[src/rtl/dac_sample_scheduler.sv]
// Sample FIFO and strobe sequencer for the CIC-interpolated sigma-delta DAC path.
// Primes the FIFO, then emits int_ena / comb_ena and pops one sample per comb_ena.
module dac_sample_scheduler #(
  parameter int unsigned BITLEN     = 16,
  parameter int unsigned OSR        = 1024,
  parameter int unsigned INT_DIV    = 1,
  parameter int unsigned FIFO_DEPTH = 8,
  parameter int unsigned PRIME_LVL  = 4
) (
  input  logic                          clk,
  input  logic                          rst,
  input  logic                          ena,
  input  logic [BITLEN-1:0]             s_data,
  input  logic                          s_valid,
  output logic                          s_ready,
  output logic [BITLEN-1:0]             cic_data,
  output logic                          comb_ena,
  output logic                          int_ena,
  output logic                          running,
  output logic [$clog2(FIFO_DEPTH):0]   fifo_level,
  output logic                          underrun,
  input  logic                          underrun_clr
);

  localparam int unsigned AW  = $clog2(FIFO_DEPTH);
  localparam int unsigned LW  = AW + 1;
  localparam int unsigned LW1 = LW + 1;
  localparam int unsigned DW  = (INT_DIV > 1) ? $clog2(INT_DIV) : 1;
  localparam int unsigned PW  = $clog2(OSR);

  typedef enum logic [1:0] {StIdle, StPrime, StRun} state_e;

  state_e            state_q;
  logic [AW-1:0]     wr_ptr_q, rd_ptr_q;
  logic [LW-1:0]     level_q, level_d;
  logic [DW-1:0]     div_q, div_d;
  logic [PW-1:0]     phase_q, phase_d;
  logic [BITLEN-1:0] cic_data_q;
  logic              int_ena_q, comb_ena_q, underrun_q;
  logic [BITLEN-1:0] mem [FIFO_DEPTH];

  logic push, primed, run_next, int_d, comb_d, pop_hit, pop_miss;

  assign s_ready  = (state_q != StIdle) && (level_q != LW'(FIFO_DEPTH));
  assign push     = s_valid && s_ready;
  assign primed   = ({1'b0, level_q} + LW1'(push)) >= LW1'(PRIME_LVL);
  assign run_next = ena && ((state_q == StRun) || ((state_q == StPrime) && primed));

  // Counters describe the cycle about to start; both restart from zero on RUN entry.
  always_comb begin
    div_d   = '0;
    phase_d = '0;
    if (state_q == StRun) begin
      div_d   = (div_q == DW'(INT_DIV - 1)) ? '0 : div_q + DW'(1);
      phase_d = int_ena_q ? phase_q + PW'(1) : phase_q;
    end
  end

  assign int_d    = run_next && (div_d == DW'(INT_DIV - 1));
  assign comb_d   = int_d && (phase_d == '0);
  assign pop_hit  = comb_d && (level_q != '0);
  assign pop_miss = comb_d && (level_q == '0);

  always_comb begin
    level_d = level_q;
    case ({push, pop_hit})
      2'b10:   level_d = level_q + LW'(1);
      2'b01:   level_d = level_q - LW'(1);
      default: level_d = level_q;
    endcase
  end

  always_ff @(posedge clk or posedge rst) begin
    if (rst) begin
      state_q    <= StIdle;
      wr_ptr_q   <= '0;
      rd_ptr_q   <= '0;
      level_q    <= '0;
      div_q      <= '0;
      phase_q    <= '0;
      cic_data_q <= '0;
      int_ena_q  <= 1'b0;
      comb_ena_q <= 1'b0;
      underrun_q <= 1'b0;
    end else if (!ena) begin
      state_q    <= StIdle;
      wr_ptr_q   <= '0;
      rd_ptr_q   <= '0;
      level_q    <= '0;
      div_q      <= '0;
      phase_q    <= '0;
      cic_data_q <= '0;
      int_ena_q  <= 1'b0;
      comb_ena_q <= 1'b0;
      underrun_q <= underrun_q & ~underrun_clr;
    end else begin
      unique case (state_q)
        StIdle:  state_q <= StPrime;
        StPrime: if (primed) state_q <= StRun;
        StRun:   state_q <= StRun;
        default: state_q <= StIdle;
      endcase
      div_q      <= div_d;
      phase_q    <= phase_d;
      int_ena_q  <= int_d;
      comb_ena_q <= comb_d;
      level_q    <= level_d;
      if (push) wr_ptr_q <= wr_ptr_q + AW'(1);
      if (pop_hit) begin
        cic_data_q <= mem[rd_ptr_q];
        rd_ptr_q   <= rd_ptr_q + AW'(1);
      end
      if (pop_miss)          underrun_q <= 1'b1;
      else if (underrun_clr) underrun_q <= 1'b0;
    end
  end

  always_ff @(posedge clk) begin
    if (push) mem[wr_ptr_q] <= s_data;
  end

  assign cic_data   = cic_data_q;
  assign comb_ena   = comb_ena_q;
  assign int_ena    = int_ena_q;
  assign running    = (state_q == StRun);
  assign fifo_level = level_q;
  assign underrun   = underrun_q;

endmodule

[config.mk]
export PLATFORM = sky130hd
export DESIGN_NAME = dac_sample_scheduler
export DESIGN_NICKNAME = d
export VERILOG_FILES = /design/src/rtl/dac_sample_scheduler.sv
export SDC_FILE = /design/constraint.sdc
export NUM_CORES = 1
export LEC_CHECK = 0
export BUFFER_PORTS_ARGS = -buffer_cell sky130_fd_sc_hd__buf_2
export CAP_MARGIN = 15
export CORE_MARGIN = 8
export CORE_UTILIZATION = 60
export CTS_CLUSTER_DIAMETER = 40
export DETAILED_ROUTE_END_ITERATION = 10
export PLACE_DENSITY = 0.79
export SYNTH_ARGS = -nofsm -noshare
export SYNTH_HDL_FRONTEND = slang
export SYNTH_SLANG_ARGS = --single-unit
export TNS_END_PERCENT = 20
[constraint.sdc]
create_clock -name clk -period 4 [get_ports clk]
set_input_delay 0.8 -clock clk [delete_from_list [all_inputs] [get_ports clk]]
set_output_delay 0.8 -clock clk [all_outputs]
set_load 0.02 [all_outputs]
Yosys cells after proc, flatten, opt, wreduce, memory -nomap -nowiden --
Memories as Yosys holds them, arrays and structs flattened. Index checks and enable logic that the tools add are counted.
Cells by class: $add $sub $neg 7, multiply operators 0, divide/modulo/power cells 0, order comparisons 1, eq/ne operators 10, shift-type cells 0, muxes and demuxes 24, bitwise logic cells 3, reductions and logical operators 14
Operators with widths (number):
- $mux 16 | 2
- $mux 10 | 3
- $mux 3 | 4
- $add 10x1->10 const B | 1
- $logic_not 10->1 | 1
- $mux 1 | 10
- $logic_and 1x1->1 | 8
- $pmux 4 s2 | 1
- $add 3x1->3 const B | 2
- $ne 3x1->1 const B | 2
- $pmux 2 s3 | 1
- $add 4x1->5 | 1
- $ge 5x3->1 const B | 1
- $add 4x1->4 const B | 1
- $eq 2x1->1 const B | 2
- $eq 2x2->1 const B | 2
- $logic_not 4->1 | 1
- $mux 2 | 2
- $mux 4 | 1
- $ne 2x1->1 const B | 2
- $ne 4x4->1 const B | 1
- $reduce_bool 4->1 | 1
- $sub 4x1->4 const B | 1
- $ne 3x3->1 const B | 1
- other kinds (6) | 7
Word-level totals: bits in registers 42, latch bits 0, memory bits (writable) 128, bits in read-only memories 0, input port bits 21, output and inout bits 25, word-level logic and storage cells 70, memories kept 1
Memory list:
- mem | words 8, bits a word 16, read ports 1, clocked after Yosys merged registers in 0, write ports 1, line 40 | logic [BITLEN-1:0] mem [FIFO_DEPTH];

Longest topological paths before layout --
depth in word-level cells 14, depth in mapped cells 17, mapped depth without buffers 17

Worst setup path after synthesis --
OpenSTA, ideal clock, no wires.
path type reg-to-reg, start point register level_q[1] (netlist: fifo_level[1]), end point register level_q[3] (netlist: fifo_level[3]), arrival 3.861 ns, path slack 0.020 ns, stages on the path, launching flop included 17, clock period less this slack 3.980 ns, cell sequence dfrtp_1 > clkbuf_1 > nor3_1 > a21oi_1 > nand2_1 > inv_1 > ha_1 > ha_1 > o211ai_1 > a31o_2 > a21o_2 > nor3_1 > ha_1 > a31oi_1 > o22ai_2 > xor2_1 > and2_1
Between the ends: word-level cells in the longest chain between the ends 14
RTL lines:
- start, declared | line 35 | logic [LW-1:0] level_q, level_d;
- start signal, assigned | line 107 | level_q <= level_d;
- $ne 4x4->1 (*) | line 44 | assign s_ready = (state_q != StIdle) && (level_q != LW'(FIFO_DEPTH));
- $logic_and 1x1->1 (*) | line 44
- via s_ready | line 15 | output logic s_ready,
- $logic_and 1x1->1 (*) | line 45 | assign push = s_valid && s_ready;
- $add 4x1->5 | line 46 | assign primed = ({1'b0, level_q} + LW1'(push)) >= LW1'(PRIME_LVL);
- $ge 5x3->1 | line 46
- $logic_and 1x1->1 | line 47 | assign run_next = ena && ((state_q == StRun) || ((state_q == StPrime) && primed));
- $logic_or 1x1->1 | line 47
- $logic_and 1x1->1 | line 47
- $logic_and 1x1->1 | line 59 | assign int_d = run_next && (div_d == DW'(INT_DIV - 1));
- $logic_and 1x1->1 | line 60 | assign comb_d = int_d && (phase_d == '0);
- $logic_and 1x1->1 | line 61 | assign pop_hit = comb_d && (level_q != '0);
- $eq 2x1->1 / $eq 2x2->1 (equally long branches) | line 66 | case ({push, pop_hit})
- $pmux 4 s2 | line 66
- $mux 4 | line 85 | end else if (!ena) begin
The timed path passes the listed nets; every way through them passes the cells marked *. A chain may end at the register's enable or synchronous reset.

Worst setup path after layout --
start point register phase_q[0], end point register level_q[3] (netlist: fifo_level[3])
Between the ends: word-level cells in the longest chain between the ends 9
RTL lines:
- start, declared | line 37 | logic [PW-1:0] phase_q, phase_d;
- start signal, assigned | line 104 | phase_q <= phase_d;
- $add 10x1->10 | line 55 | phase_d = int_ena_q ? phase_q + PW'(1) : phase_q;
- $mux 10 (*) | line 55
- $mux 10 (*) | line 53 | if (state_q == StRun) begin
- $logic_not 10->1 (*) | line 60
- $logic_and 1x1->1 (*) | line 60
- $logic_and 1x1->1 (*) | line 61
- $eq 2x1->1 / $eq 2x2->1 (equally long branches) | line 66
- $pmux 4 s2 | line 66
- $mux 4 | line 85
Every way passes the cells marked *; elsewhere a longest branch is shown, timed or not.

==> qor.yml <==
ys.flop_type: "edfxtp_1"
path_class: "flop to flop"
dp_hpwl_mm: 8.57
vias_per_cell: 6.18
min_period_ps: 3620
cp_data_arrival_time_ps: 3940
yosysUniqueCellTypes: 52
postLayoutCellArea_um2: 8070
ys_ff_latch: 169
grtUsageTotal_pct: 19.7
drive_gt1_share_pct: 29.0
path_cells: "ha_1, or3_1, a2111o_1, and3_4, or3_4, nor3_1, ha_1, a31oi_1, o22ai_2, xor2_1, and2_1"
first_iter_violations: 400
clk_path_buf_depth: 2
boundaryPins: 46
cts.clk_slew.worst_paths_ps: 70
comb_power_share_pct: 16.4
dr.pass1.iters: 5
power_leakage_uw: 0.00292
dieWidth_um: 124
die_height_um: 124
ctsResizeCount: 0
ant_nets: 0
slew_violations: 0
critPathBufInv: 0
synth.avg_cell_area_um2: 16.8
critPathMaxFanout: 8
grt_max_degree: 42
p_per_area_nw_per_um2: 570
slowest_stage: "dfrtp_1"
synth_area_um2: 7010
fin_setup_tns_ps: 0
grt_pass1_vias: 4071
irDropWorstVdd_uv: 547
p_seq_share_pct: 47.0
status: "complete, no violations"
setup.worst_path.start_class: "flop"
drcViolationCount: 0
max_freq_mhz: 276
pwr-share-clk_pct: 36.6
clk-insertion-delay-late_ps: 430
rsz0062_at_grt: "no"
synthCells: 418
tightest_slew_ps: 1080
p_sw_uw: 1240
row_count: 39
grt_antenna_before_repair: 0
initial_core_util_pct: 61.4
cp_common_cell: "ha_1"
num_antenna_cells: 0
numCtsBuffers: 17
stdcell_count: 630
worst_path_largest_cell_delay_ps: 450
skew_ps: 8.10
regArea_um2: 4870
worstHoldPathType: "input port to asynchronous set/reset pin"
htreeDepth: 4
ys_seq_area_share_pct: 69.5
io_buffers: 45
cp_data_required_time_ps: 4320
grt_first_pass_wirelength_mm: 22.1
finalCritPeriodShare_pct: 90.6
internal_power_uw: 3360
ys_warn_count: 0
overflow: 0
final_nets: 505
synth_fp_nets: 449
finalSetupViolCount: 0
clock-sinks: 169
crit_family: "simple AND/OR/NAND/NOR gates"
cts_tree: "yes"
netSwitchingFraction_pct: 26.9
area_delta_synth_final_pct: 15.1
cts_setup_buffers: 0
dpl_cell_area_um2: 7450
hold_viol: 0
multi_input_area_um2: 2030
wl_per_cell_um: 22.2
r2r-start: "phase_q[0]"
hold_buffers: 0
synth_async_sr_flop_share_pct: 24.3
via_count: 3892
routed_wl_mm: 14.0
placedCellCount: 598
fillers: 726
routabilityCongestion: 0.821
cp-end-kind: "flop"
utilization_pct: 70.7
core_area_um2: 11400
die-area_um2: 15400
synth_edf_count: 128
slew-limit-headroom_pct: 27.9
max_cap_viol_count: 0
crit_path_start: "phase_q[0]"
root_buffer: "clkbuf_16"
[worst paths after layout]
path / slack, ps / to / cells past startpoint
worst max-delay path: 380 / fifo_level[3] / 11
worst min-delay path: 500 / cic_data[7] / 3
worst max register to register: 380 / fifo_level[3] / 11
worst min register to register: 520 / cic_data[14] / 2
max in group asynchronous: 3090 / rd_ptr_q[0] / 3
min in group clk: 520 / cic_data[14] / 2
[flip-flops by register name, indices dropped and copies added (netlist names)]
signal      flops
mem           128
cic_data       16
phase_q        10
fifo_level      4
rd_ptr_q        3
wr_ptr_q        3
state_q         2
comb_ena        1
int_ena         1
underrun        1
[stage by stage]
stage | setup slack, ps | hold WS (ps) | power, µW
after CTS | 372 | 517 | 4640
after floorplan | 20.2 | 538 | 2710
final | 377 | 502 | 4600
after global placement | 540 | 493 | 2910
after global routing | 120 | 545 | 4780
after detailed placement | 392 | 505 | 2960
[power by group through the flow]
stage / clock [µW] / sequential (µW) / combinational (µW)
after floorplan: 0 / 2190 / 522
after global placement: 0 / 2190 / 727
after detailed placement: 0 / 2200 / 756
after CTS: 1700 / 2170 / 765
after global routing: 1770 / 2190 / 828
final: 1680 / 2160 / 753
[synthesized netlist by cell type (all sizes together) (2+ instances only)]
cell | instances | share of area (%)
xor2 | 8 | 1.0
edfxtp | 128 | 55
and3 | 4 | 0.43
mux4 | 32 | 10
xnor2 | 9 | 1.1
a21oi | 4 | 0.29
nor2b | 2 | 0.18
nand2 | 15 | 0.80
ha | 10 | 1.8
a21o | 2 | 0.23
nand3 | 25 | 1.8
o21ai | 23 | 1.6
nor3b | 3 | 0.32
buf | 11 | 0.89
or3 | 2 | 0.25
clkbuf | 11 | 0.61
nor2 | 16 | 0.86
dfrtp | 41 | 15
mux2i | 19 | 2.7
nand4 | 4 | 0.36
and2 | 7 | 0.62
inv | 10 | 0.54
nor4 | 2 | 0.18
a31oi | 2 | 0.18
nor3 | 7 | 0.50
nor4b | 2 | 0.25
[final cells by class]
class | instances | share of cell area (%)
inverter | 10 | 0.465
tap | 143 | 2.22
clock buffer | 17 | 5.27
sequential | 169 | 60.4
multi-input combinational | 217 | 25.2
timing repair buffer | 59 | 4.09
clock inverter | 15 | 2.36
[routing by layer]
| metal | track usage (%) | share of wire (%) | vias up | routed length [µm] |
|---|---|---|---|---|
| li1 | - | - | 1747 | - |
| met5 | 0 | 0 | - | 0 |
| met4 | 6.84 | 1.8 | 0 | 258 |
| met1 | 24.0 | 40 | 1984 | 5520 |
| met3 | 5.35 | 6.3 | 24 | 881 |
| met2 | 33.3 | 52 | 137 | 7320 |
[cell families after synthesis]
family,share of synthesized area [%]
adders and majority gates,1.79
buffers and inverters,2.04
AOI/OAI and AO/OA,4.34
DFF,69.5
xor gates and xnor gates,2.12
and+or+nand+nor,7.23
muxes,13.0
[layout by cell type, fill, tap and decap left out, drive strengths merged, types with 2 or more instances in the layout]
master,count
xor2,8
nand4,4
xnor2,9
a21oi,4
nand3,25
nor3b,3
nor2,16
clkinv,7
mux2i,19
mux4,32
nor2b,2
edfxtp,128
inv,14
nor4b,2
buf,59
dfrtp,41
ha,10
and3,4
a31oi,2
nor3,7
and2,7
a21o,2
clkbuf,17
bufinv,3
nor4,2
or3,2
o21ai,23
nand2,15
[worst reg2reg max path, cell delays in order, from the launching register on]
cell	delay, ps
dfrtp_1	450
ha_1	330
or3_1	400
a2111o_1	440
and3_4	190
or3_4	390
nor3_1	340
ha_1	330
a31oi_1	220
o22ai_2	120
xor2_1	150
and2_1	160
(Power assumes the default switching activity.)
